--- src/rtl/uart_rx_ctrl.sv ---
// rtl/uart_rx_ctrl.sv - UART receive sequencer: line-idle sync, byte FIFO, threshold/timeout/overrun status
// Build option UART_RX_CTRL_OVERWRITE_EN: an overrun byte replaces the oldest entry instead of being dropped.
module uart_rx_ctrl #(
  parameter int DEPTH       = 16,
  parameter int AW          = 4,
  parameter int THRESH      = 8,
  parameter int SYNC_CYCLES = 16,
  parameter int TO_CYCLES   = 704
) (
  input  logic        i_clk,
  input  logic        i_rst_n,
  input  logic        i_enable,
  input  logic        i_rx_line,
  input  logic [7:0]  i_rx_data,
  input  logic        i_rx_load,
  output logic        o_rx_clear,
  input  logic        i_rd_en,
  output logic [7:0]  o_rd_data,
  output logic        o_empty,
  output logic        o_full,
  output logic [AW:0] o_level,
  output logic        o_thresh_irq,
  output logic        o_timeout_irq,
  output logic        o_overrun,
  input  logic        i_ovr_clr
);

  localparam int SW = $clog2(SYNC_CYCLES + 1);
  localparam int TW = $clog2(TO_CYCLES + 1);

  typedef enum logic [1:0] {ST_OFF = 2'd0, ST_SYNC = 2'd1, ST_RUN = 2'd2} state_t;

  state_t        r_state, w_state_nxt;
  logic [SW-1:0] r_sync_cnt;
  logic [7:0]    r_mem [DEPTH];
  logic [AW-1:0] r_wr_ptr, r_rd_ptr;
  logic [AW:0]   r_level;
  logic [TW-1:0] r_to_cnt;
  logic          r_overrun;
  logic [7:0]    r_rd_data;

  logic w_flush, w_run, w_full, w_empty, w_sync_done;
  logic w_wr, w_rd, w_ovr_evt, w_ovw, w_to_max;

  assign w_run       = (r_state == ST_RUN);
  assign w_flush     = !i_enable || (r_state == ST_OFF);
  assign w_full      = (r_level == (AW+1)'(DEPTH));
  assign w_empty     = (r_level == '0);
  assign w_sync_done = i_rx_line && (r_sync_cnt == SW'(SYNC_CYCLES - 1));
  assign w_to_max    = (r_to_cnt == TW'(TO_CYCLES - 1));

  // A pop frees a slot in the same cycle, so a push at Full is legal alongside RdEn.
  assign w_wr      = !w_flush && w_run && i_rx_load && (!w_full || i_rd_en);
  assign w_rd      = !w_flush && i_rd_en && !w_empty;
  assign w_ovr_evt = !w_flush && w_run && i_rx_load && w_full && !i_rd_en;

`ifdef UART_RX_CTRL_OVERWRITE_EN
  assign w_ovw = w_ovr_evt;
`else
  assign w_ovw = 1'b0;
`endif

  always_comb begin
    w_state_nxt = r_state;
    case (r_state)
      ST_OFF:  w_state_nxt = ST_SYNC;
      ST_SYNC: if (w_sync_done) w_state_nxt = ST_RUN;
      ST_RUN:  w_state_nxt = ST_RUN;
      default: w_state_nxt = ST_OFF;
    endcase
    if (!i_enable) w_state_nxt = ST_OFF;
  end

  always_ff @(posedge i_clk or negedge i_rst_n) begin
    if (!i_rst_n) r_state <= ST_OFF;
    else          r_state <= w_state_nxt;
  end

  always_ff @(posedge i_clk or negedge i_rst_n) begin
    if (!i_rst_n)                              r_sync_cnt <= '0;
    else if (r_state != ST_SYNC || !i_rx_line) r_sync_cnt <= '0;
    else                                       r_sync_cnt <= r_sync_cnt + SW'(1);
  end

  always_ff @(posedge i_clk) begin
    if (w_wr || w_ovw) r_mem[r_wr_ptr] <= i_rx_data;
  end

  always_ff @(posedge i_clk or negedge i_rst_n) begin
    if (!i_rst_n) begin
      r_wr_ptr  <= '0;
      r_rd_ptr  <= '0;
      r_level   <= '0;
      r_rd_data <= '0;
    end else if (w_flush) begin
      r_wr_ptr <= '0;
      r_rd_ptr <= '0;
      r_level  <= '0;
    end else begin
      if (w_wr || w_ovw) r_wr_ptr <= r_wr_ptr + AW'(1);
      if (w_rd || w_ovw) r_rd_ptr <= r_rd_ptr + AW'(1);
      if (w_rd)          r_rd_data <= r_mem[r_rd_ptr];
      if (w_wr && !w_rd)      r_level <= r_level + (AW+1)'(1);
      else if (w_rd && !w_wr) r_level <= r_level - (AW+1)'(1);
    end
  end

  always_ff @(posedge i_clk or negedge i_rst_n) begin
    if (!i_rst_n)       r_overrun <= 1'b0;
    else if (w_flush)   r_overrun <= 1'b0;
    else if (w_ovr_evt) r_overrun <= 1'b1;
    else if (i_ovr_clr) r_overrun <= 1'b0;
  end

  // Saturates at the terminal value so the irq stays up until something clears the count.
  always_ff @(posedge i_clk or negedge i_rst_n) begin
    if (!i_rst_n)                                    r_to_cnt <= '0;
    else if (w_flush || i_rx_load || w_rd || w_empty) r_to_cnt <= '0;
    else if (w_run && !w_to_max)                      r_to_cnt <= r_to_cnt + TW'(1);
  end

  assign o_rx_clear    = !w_run;
  assign o_rd_data     = r_rd_data;
  assign o_empty       = w_empty;
  assign o_full        = w_full;
  assign o_level       = r_level;
  assign o_thresh_irq  = (r_level >= (AW+1)'(THRESH));
  assign o_timeout_irq = w_to_max;
  assign o_overrun     = r_overrun;

endmodule

--- config.mk ---
export PLATFORM = sky130hd
export DESIGN_NAME = uart_rx_ctrl
export DESIGN_NICKNAME = d
export VERILOG_FILES = /design/src/rtl/uart_rx_ctrl.sv
export SDC_FILE = /design/constraint.sdc
export NUM_CORES = 1
export LEC_CHECK = 0
export ABC_AREA = 1
export CAP_MARGIN = 30
export CORE_MARGIN = 2
export CORE_UTILIZATION = 45
export CTS_BUF_LIST = sky130_fd_sc_hd__clkbuf_8
export CTS_CLUSTER_SIZE = 14
export DETAILED_ROUTE_END_ITERATION = 12
export GPL_TIMING_DRIVEN = 0
export PLACE_DENSITY = 0.67
export RECOVER_POWER = 100
export SLEW_MARGIN = 5
export SYNTH_ARGS = -nofsm -noshare
export SYNTH_HDL_FRONTEND = slang
export SYNTH_SLANG_ARGS = --single-unit
export TNS_END_PERCENT = 30
--- constraint.sdc ---
create_clock -name i_clk -period 2.4 [get_ports i_clk]
set_input_delay 0.36 -clock i_clk [delete_from_list [all_inputs] [get_ports i_clk]]
set_output_delay 0.36 -clock i_clk [all_outputs]
set_load 0.005 [all_outputs]
## Word-level counts from Yosys, hierarchy flattened

Memory sizes are Yosys's and may differ from the RTL's. A register that Yosys moved wholly into a read port is not among the register bits.
Cells that the tools add are included.

| storage, ports and cells | value |
|---|---|
| bits in registers | 31 |
| latch bits | 0 |
| memory bits (writable) | 128 |
| bits in read-only memories | 0 |
| input bits | 15 |
| output and inout port bits | 19 |
| word-level logic and storage cells | 77 |
| memories | 1 |

Memories:

| name | depth | width | rd ports | clocked after Yosys merged registers in | wr ports | line | text |
|---|---|---|---|---|---|---|---|
| r_mem | 16 | 8 | 1 | 1 | 1 | 35 | `logic [7:0] r_mem [DEPTH];` |

| operators by class | value |
|---|---|
| add/subtract/negate cells | 6 |
| multiply operators | 0 |
| divide/modulo/power cells | 0 |
| $lt $le $gt $ge | 1 |
| equality and inequality tests | 7 |
| shift operators | 0 |
| multiplexer cells | 18 |
| bitwise logic cells | 1 |
| reduce and logical (&&, ||, !) cells | 36 |

Operators by type and width:

| cell | number |
|---|---|
| $mux W10 | 2 |
| $mux W5 | 4 |
| $mux W4 | 4 |
| $logic_and A1 B1 Y1 | 11 |
| $logic_not A1 Y1 | 11 |
| $add A10 B1 Y10 const B | 1 |
| $add A5 B1 Y5 const B | 2 |
| $eq A10 B10 Y1 const B | 1 |
| $add A4 B1 Y4 const B | 2 |
| $logic_or A1 B1 Y1 | 6 |
| $pmux W2 S3 | 1 |
| $reduce_bool A2 Y1 | 3 |
| $reduce_bool A3 Y1 | 2 |
| $eq A5 B4 Y1 const B | 1 |
| $eq A5 B5 Y1 const B | 1 |
| $ge A5 B4 Y1 const B | 1 |
| $logic_not A5 Y1 | 1 |
| $mux W1 | 5 |
| $sub A5 B1 Y5 const B | 1 |
| $mux W2 | 2 |
| $ne A3 B3 Y1 const B | 1 |
| $eq A2 B1 Y1 const B | 1 |
| $eq A2 B2 Y1 const B | 1 |
| $logic_not A2 Y1 | 1 |
| other kinds (3) | 3 |

## Longest topological paths before layout

Gate-level depths: netlist (run 1).

| logic depth | value |
|---|---|
| depth after elaboration | 11 |
| depth in mapped cells | 17 |
| gate-level depth less buffers | 17 |

## Worst setup path after synthesis (run 1)

Ideal clock, no wire load.

| timing | value |
|---|---|
| kind | register to register |
| start point | reg r_state[0] |
| end point | reg r_level[4], in the netlist o_level[4] |
| setup time | 0.116 ns |
| arrival | 2.061 ns |
| data required time | 2.284 ns |
| path slack | 0.222 ns |
| cell stages (with the launch flop) | 15 |
| path buffers | 0 |
| clock period less this slack | 2.178 ns |
| path through | dfrtp_1 inv_1 ha_1 inv_1 nor3_4 nand3_2 fa_1 nand3_1 nand3_1 nand2_1 inv_1 nand2_1 nand2_1 nand2_1 nand2_1 |

| on the way | value |
|---|---|
| cells in the longest elaborated chain, start to end | 9 |
| elaborated cells on any way between the ends | 16 |
| those cells by class | eq/ne (1); mux (2); reduce/logical (13) |

RTL lines:

| item | line | text |
|---|---|---|
| from (decl) | 33 | `state_t r_state, w_state_nxt;` |
| from (signal assigned) | 76 | `else r_state <= w_state_nxt;` |
| $logic_not A2 Y1 | 46 | `assign w_flush = !i_enable \|\| (r_state == ST_OFF);` |
| $logic_or A1 B1 Y1 | 46 |  |
| $logic_not A1 Y1 | 53, 54 |  |
| $logic_and A1 B1 Y1 (on tied branches) (2 in a row) | 53, 54 |  |
| $logic_and A1 B1 Y1 or $logic_not A1 Y1 (tied branches) | 53, 103 |  |
| $logic_and A1 B1 Y1 or $logic_not A1 Y1 (tied branches) | 103, 104 |  |
| $mux W5 or $logic_and A1 B1 Y1 (tied branches) | 103, 104 |  |
| $mux W5 or $reduce_bool A3 Y1 (tied branches) | -- |  |
| to (signal assigned) | 103 | `if (w_wr && !w_rd) r_level <= r_level + (AW+1)'(1);` |
| to (signal assigned) | 104 | `else if (w_rd && !w_wr) r_level <= r_level - (AW+1)'(1);` |
| to (decl) | 37 | `logic [AW:0] r_level;` |

Several ways; a longest one is shown, not always the timed one.
A chain may end at the register's enable or synchronous reset.

## Final worst setup path (run 1)

| timing | value |
|---|---|
| start point | reg r_to_cnt[1] |
| end point | out o_timeout_irq |

| on the way | value |
|---|---|
| cells in the longest elaborated chain, start to end | 1 |

RTL lines:

| item | line | text |
|---|---|---|
| from (decl) | 38 | `logic [TW-1:0] r_to_cnt;` |
| from (signal assigned) | 119 | `else if (w_run && !w_to_max) r_to_cnt <= r_to_cnt + TW'(1);` |
| $eq A10 B10 Y1 | 50 | `assign w_to_max = (r_to_cnt == TW'(TO_CYCLES - 1));` |
| to (decl) | 23 | `output logic o_timeout_irq,` |

No other way between the ends.

==> impl_metrics.json, run 1 <==
{
  "cts.path.max_buffers": 2,
  "status": "completed",
  "diodes": 0,
  "most-common-layout-cells": "nand2_1 (205), edfxtp_1 (128), nor2_1 (83)",
  "p_per_area_nw_per_um2": 883,
  "insertion_delay_ps": 450,
  "min_path_type": "reg -> reg",
  "cp.required_ps": 2040,
  "start_util": 0.463,
  "cts_num_sinks": 167,
  "final_common_cell": "nand2_1",
  "io_buffers": 33,
  "synth-seq-area-share": 0.653,
  "busiest_layer": "met2",
  "layoutNonFillerInstCount": 1010,
  "first_iter_violations": 418,
  "wl_per_cell_um": 18.0,
  "num_io_pins": 34,
  "ant_nets": 0,
  "yosysWarnings": 0,
  "placed_area_um2": 8000,
  "drc": 0,
  "yosysUniqueCellTypes": 36,
  "die_w_um": 132,
  "end_kind": "primary output",
  "cts.htree.levels": 4,
  "gp_congestion": 0.948,
  "syn_to_final_growth_pct": 18.1,
  "cts_tree": "done",
  "cp_cell_sequence": "ha_2, nand2_1, nor2_4, nand2_2, inv_1, clkdlybuf4s50_1",
  "coreArea_um2": 15900,
  "total_power_uw": 7690,
  "max-slew-margin-rel": 0.435,
  "critPathMaxStageDelay_ps": 490,
  "drt_pre_antenna_iters": 5,
  "via_count": 5342,
  "slew_viol_final": 0,
  "hpwl_um": 12600,
  "grt_pass1_wl_um": 27900,
  "worst_setup_path_start_kind": "flip-flop",
  "grtUsageMet3": 0.0431,
  "std_cell_rows": 46,
  "stdcell_area_um2": 8720,
  "synth_area_per_cell_um2": 10.3,
  "final_core_util": 0.547,
  "holdWs_ps": 472,
  "synth_cells": 718,
  "setup_violations": 0,
  "grt_use_met1": 0.286,
  "cts-root-buf": "clkbuf_8",
  "cts_buffers": 17,
  "grt_pass1_vias": 5047,
  "dieArea_um2": 17400,
  "grt_max_degree": 26,
  "die_h_um": 132,
  "max_freq_mhz": 433,
  "via_per_inst": 5.29,
  "arrival_ps": 1950,
  "dp_cells": 968,
  "maxCapViolations": 0,
  "crit_family": "buffers and inverters",
  "period_needed_ps": 2310,
  "clk_pin_slew_ps": 80,
  "p_leak_uw": 0.00341,
  "synth_nets": 750,
  "fin_worst_skew_ps": 12.3,
  "global_route.usage.met2": 0.337,
  "rsz0062_at_grt": "true",
  "antenna_found_initial": 0,
  "crit_fanout": 3,
  "critPathBufInv": 2,
  "grt-ovfl-total": 0,
  "crit_slowest_cell": "clkdlybuf4s50_1",
  "finalHoldViolations": 0,
  "layout-drive-gt1-share": 0.140,
  "fin_nets": 815,
  "timing.final.crit_share": 0.963,
  "irDropWorstVdd_v": 0.000460,
  "tightest_slew_ps": 845,
  "drt_wl_total_um": 18200,
  "critical_path_class": "reg -> out",
  "synth_area_um2": 7380,
  "grt_use_total": 0.212,
  "ys_seq_elements": 167
}
==> metrics by stage <==
| step | setup TNS, ps | worst slack (ps) |
|---|---|---|
| 6_report | 0 | 88.2 |
| 5_1_grt | -43.9 | -43.9 |
| 4_1_cts | -4350 | -152 |
| 3_5_place_dp | -46400 | -436 |
| 3_3_place_gp | -37650 | -372 |
| 2_1_floorplan | 0 | 222 |
==> worst paths after layout <==
kind                                         startpoint                        to  slack (ps)  cells past startpoint
max in group asynchronous                       i_rst_n   r_to_cnt[0]$_DFFE_PN0P_         680                      3
worst min-delay path            r_sync_cnt[0]$_DFF_PN0_   r_sync_cnt[0]$_DFF_PN0_         470                      1
worst max-delay path            r_to_cnt[1]$_DFFE_PN0P_             o_timeout_irq          90                      6
worst min register to register  r_sync_cnt[0]$_DFF_PN0_   r_sync_cnt[0]$_DFF_PN0_         470                      1
worst max register to register   r_state[1]$_DFFE_PN0P_    o_level[4]$_DFFE_PN0P_         150                     17
min in group asynchronous                       i_rst_n  o_rd_data[0]$_DFFE_PN0P_         500                      2
==> timing repair <==
action                                 4_1_cts  5_1_grt
hold buffers                                 1        0
setup endpoints to repair                  130      132
pin swaps                                    1        9
setup buffers                                0       11
endpoints found under the hold margin       14        0
gates resized for setup                     21       29
==> worst register-to-register path, stage by stage (launching register included) <==
cell and delay [ps]:
dfrtp_1 390, inv_1 120, ha_1 180, inv_2 40, nand2_4 90, buf_4 140
nor2_1 40, nand2_2 110, nand3_4 150, fa_2 410, nand3_2 90, nand3_1 80
nand2_1 80, inv_1 40, nand2_1 50, nand2_1 50, nand2_1 60, nand2_1 40
==> final cells by class <==
class	instances	area (um2)
plain buffers	26	144
clock buffers	17	234
clock inverters	13	214
fillers	1396	7220
inverters	38	146
multi-input cells	487	2450
flip-flops and latches	167	4820
well taps	216	270
repair buffers	46	434
==> power by group <==
| part | leakage (uW) | switching (uW) | internal, uW |
|---|---|---|---|
| logic | 0.00149 | 1260 | 803 |
| clock network | 0.000241 | 958 | 1320 |
| registers | 0.00168 | 112 | 3240 |
| total | 0.00341 | 2330 | 5360 |
==> kinds of logic after synthesis <==
family,count (synthesis),synth area share
AND/OR/NAND/NOR,404,0.229
buffers and inverters,64,0.0393
AO/OA/AOI/OAI,60,0.0417
XOR/XNOR,6,0.00712
flip-flops,167,0.653
adder cells (fa/ha/maj),17,0.0298
==> state kept, by name, indices dropped and copies added (netlist names) <==
register and cells:
o_level 5, o_overrun 1, o_rd_data 8, r_mem 128, r_rd_ptr 4, r_state 2
r_sync_cnt 5, r_to_cnt 10, r_wr_ptr 4
==> synth_stat cells <==
library cell    n  share of area
nand2_1       209           0.11
edfxtp_1      128           0.52
nor2_1        101          0.051
nand3_1        70          0.047
o21ai_0        46          0.031
dfrtp_1        39           0.13
inv_1          29          0.015
ha_1           16          0.027
buf_2          13         0.0088
a21oi_1         8         0.0054
nand4_1         6         0.0051
buf_4           5         0.0051
inv_2           5         0.0025
nand2_2         5         0.0042
nor3_1          4         0.0027
o21ai_1         4         0.0027
xor2_1          4         0.0047
clkbuf_2        3         0.0020
buf_1           2         0.0010
clkbuf_1        2         0.0010
clkinv_1        2         0.0010
nand3_2         2         0.0027
xnor2_1         2         0.0024
a32o_1          1         0.0014
buf_6           1         0.0015
clkinv_2        1        0.00068
fa_1            1         0.0027
inv_4           1        0.00085
nand2_4         1         0.0015
nand4_2         1         0.0017
nor2_2          1        0.00085
nor3_2          1         0.0014
nor3_4          1         0.0022
nor3b_1         1         0.0010
o31ai_1         1         0.0010
or2_2           1        0.00085
==> metal layers <==
metal / wire (um) / vias up / part of all wire
met4: 438 / 0 / 0.024
met2: 8780 / 166 / 0.48
li1: - / 2545 / -
met3: 1080 / 31 / 0.059
met1: 7880 / 2600 / 0.43
met5: 0 / - / 0
No activity file was read; power rests on OpenSTA's default activity.
==> run 2: changes to the inputs <==
--- a/config.mk
+++ b/config.mk
@@ -6,6 +6,7 @@
 export NUM_CORES = 1
 export LEC_CHECK = 0
 export ABC_AREA = 1
+export ABC_CLOCK_PERIOD_IN_PS = 2400
 export CAP_MARGIN = 30
 export CORE_MARGIN = 2
 export CORE_UTILIZATION = 45
@@ -15,7 +16,7 @@
 export GPL_TIMING_DRIVEN = 0
 export PLACE_DENSITY = 0.67
 export RECOVER_POWER = 100
-export SLEW_MARGIN = 5
+export SLEW_MARGIN = 20
 export SYNTH_ARGS = -nofsm -noshare
 export SYNTH_HDL_FRONTEND = slang
 export SYNTH_SLANG_ARGS = --single-unit
==> results of run 2 <==
The final DEF is identical to that of run 1; final timing and power are the same.
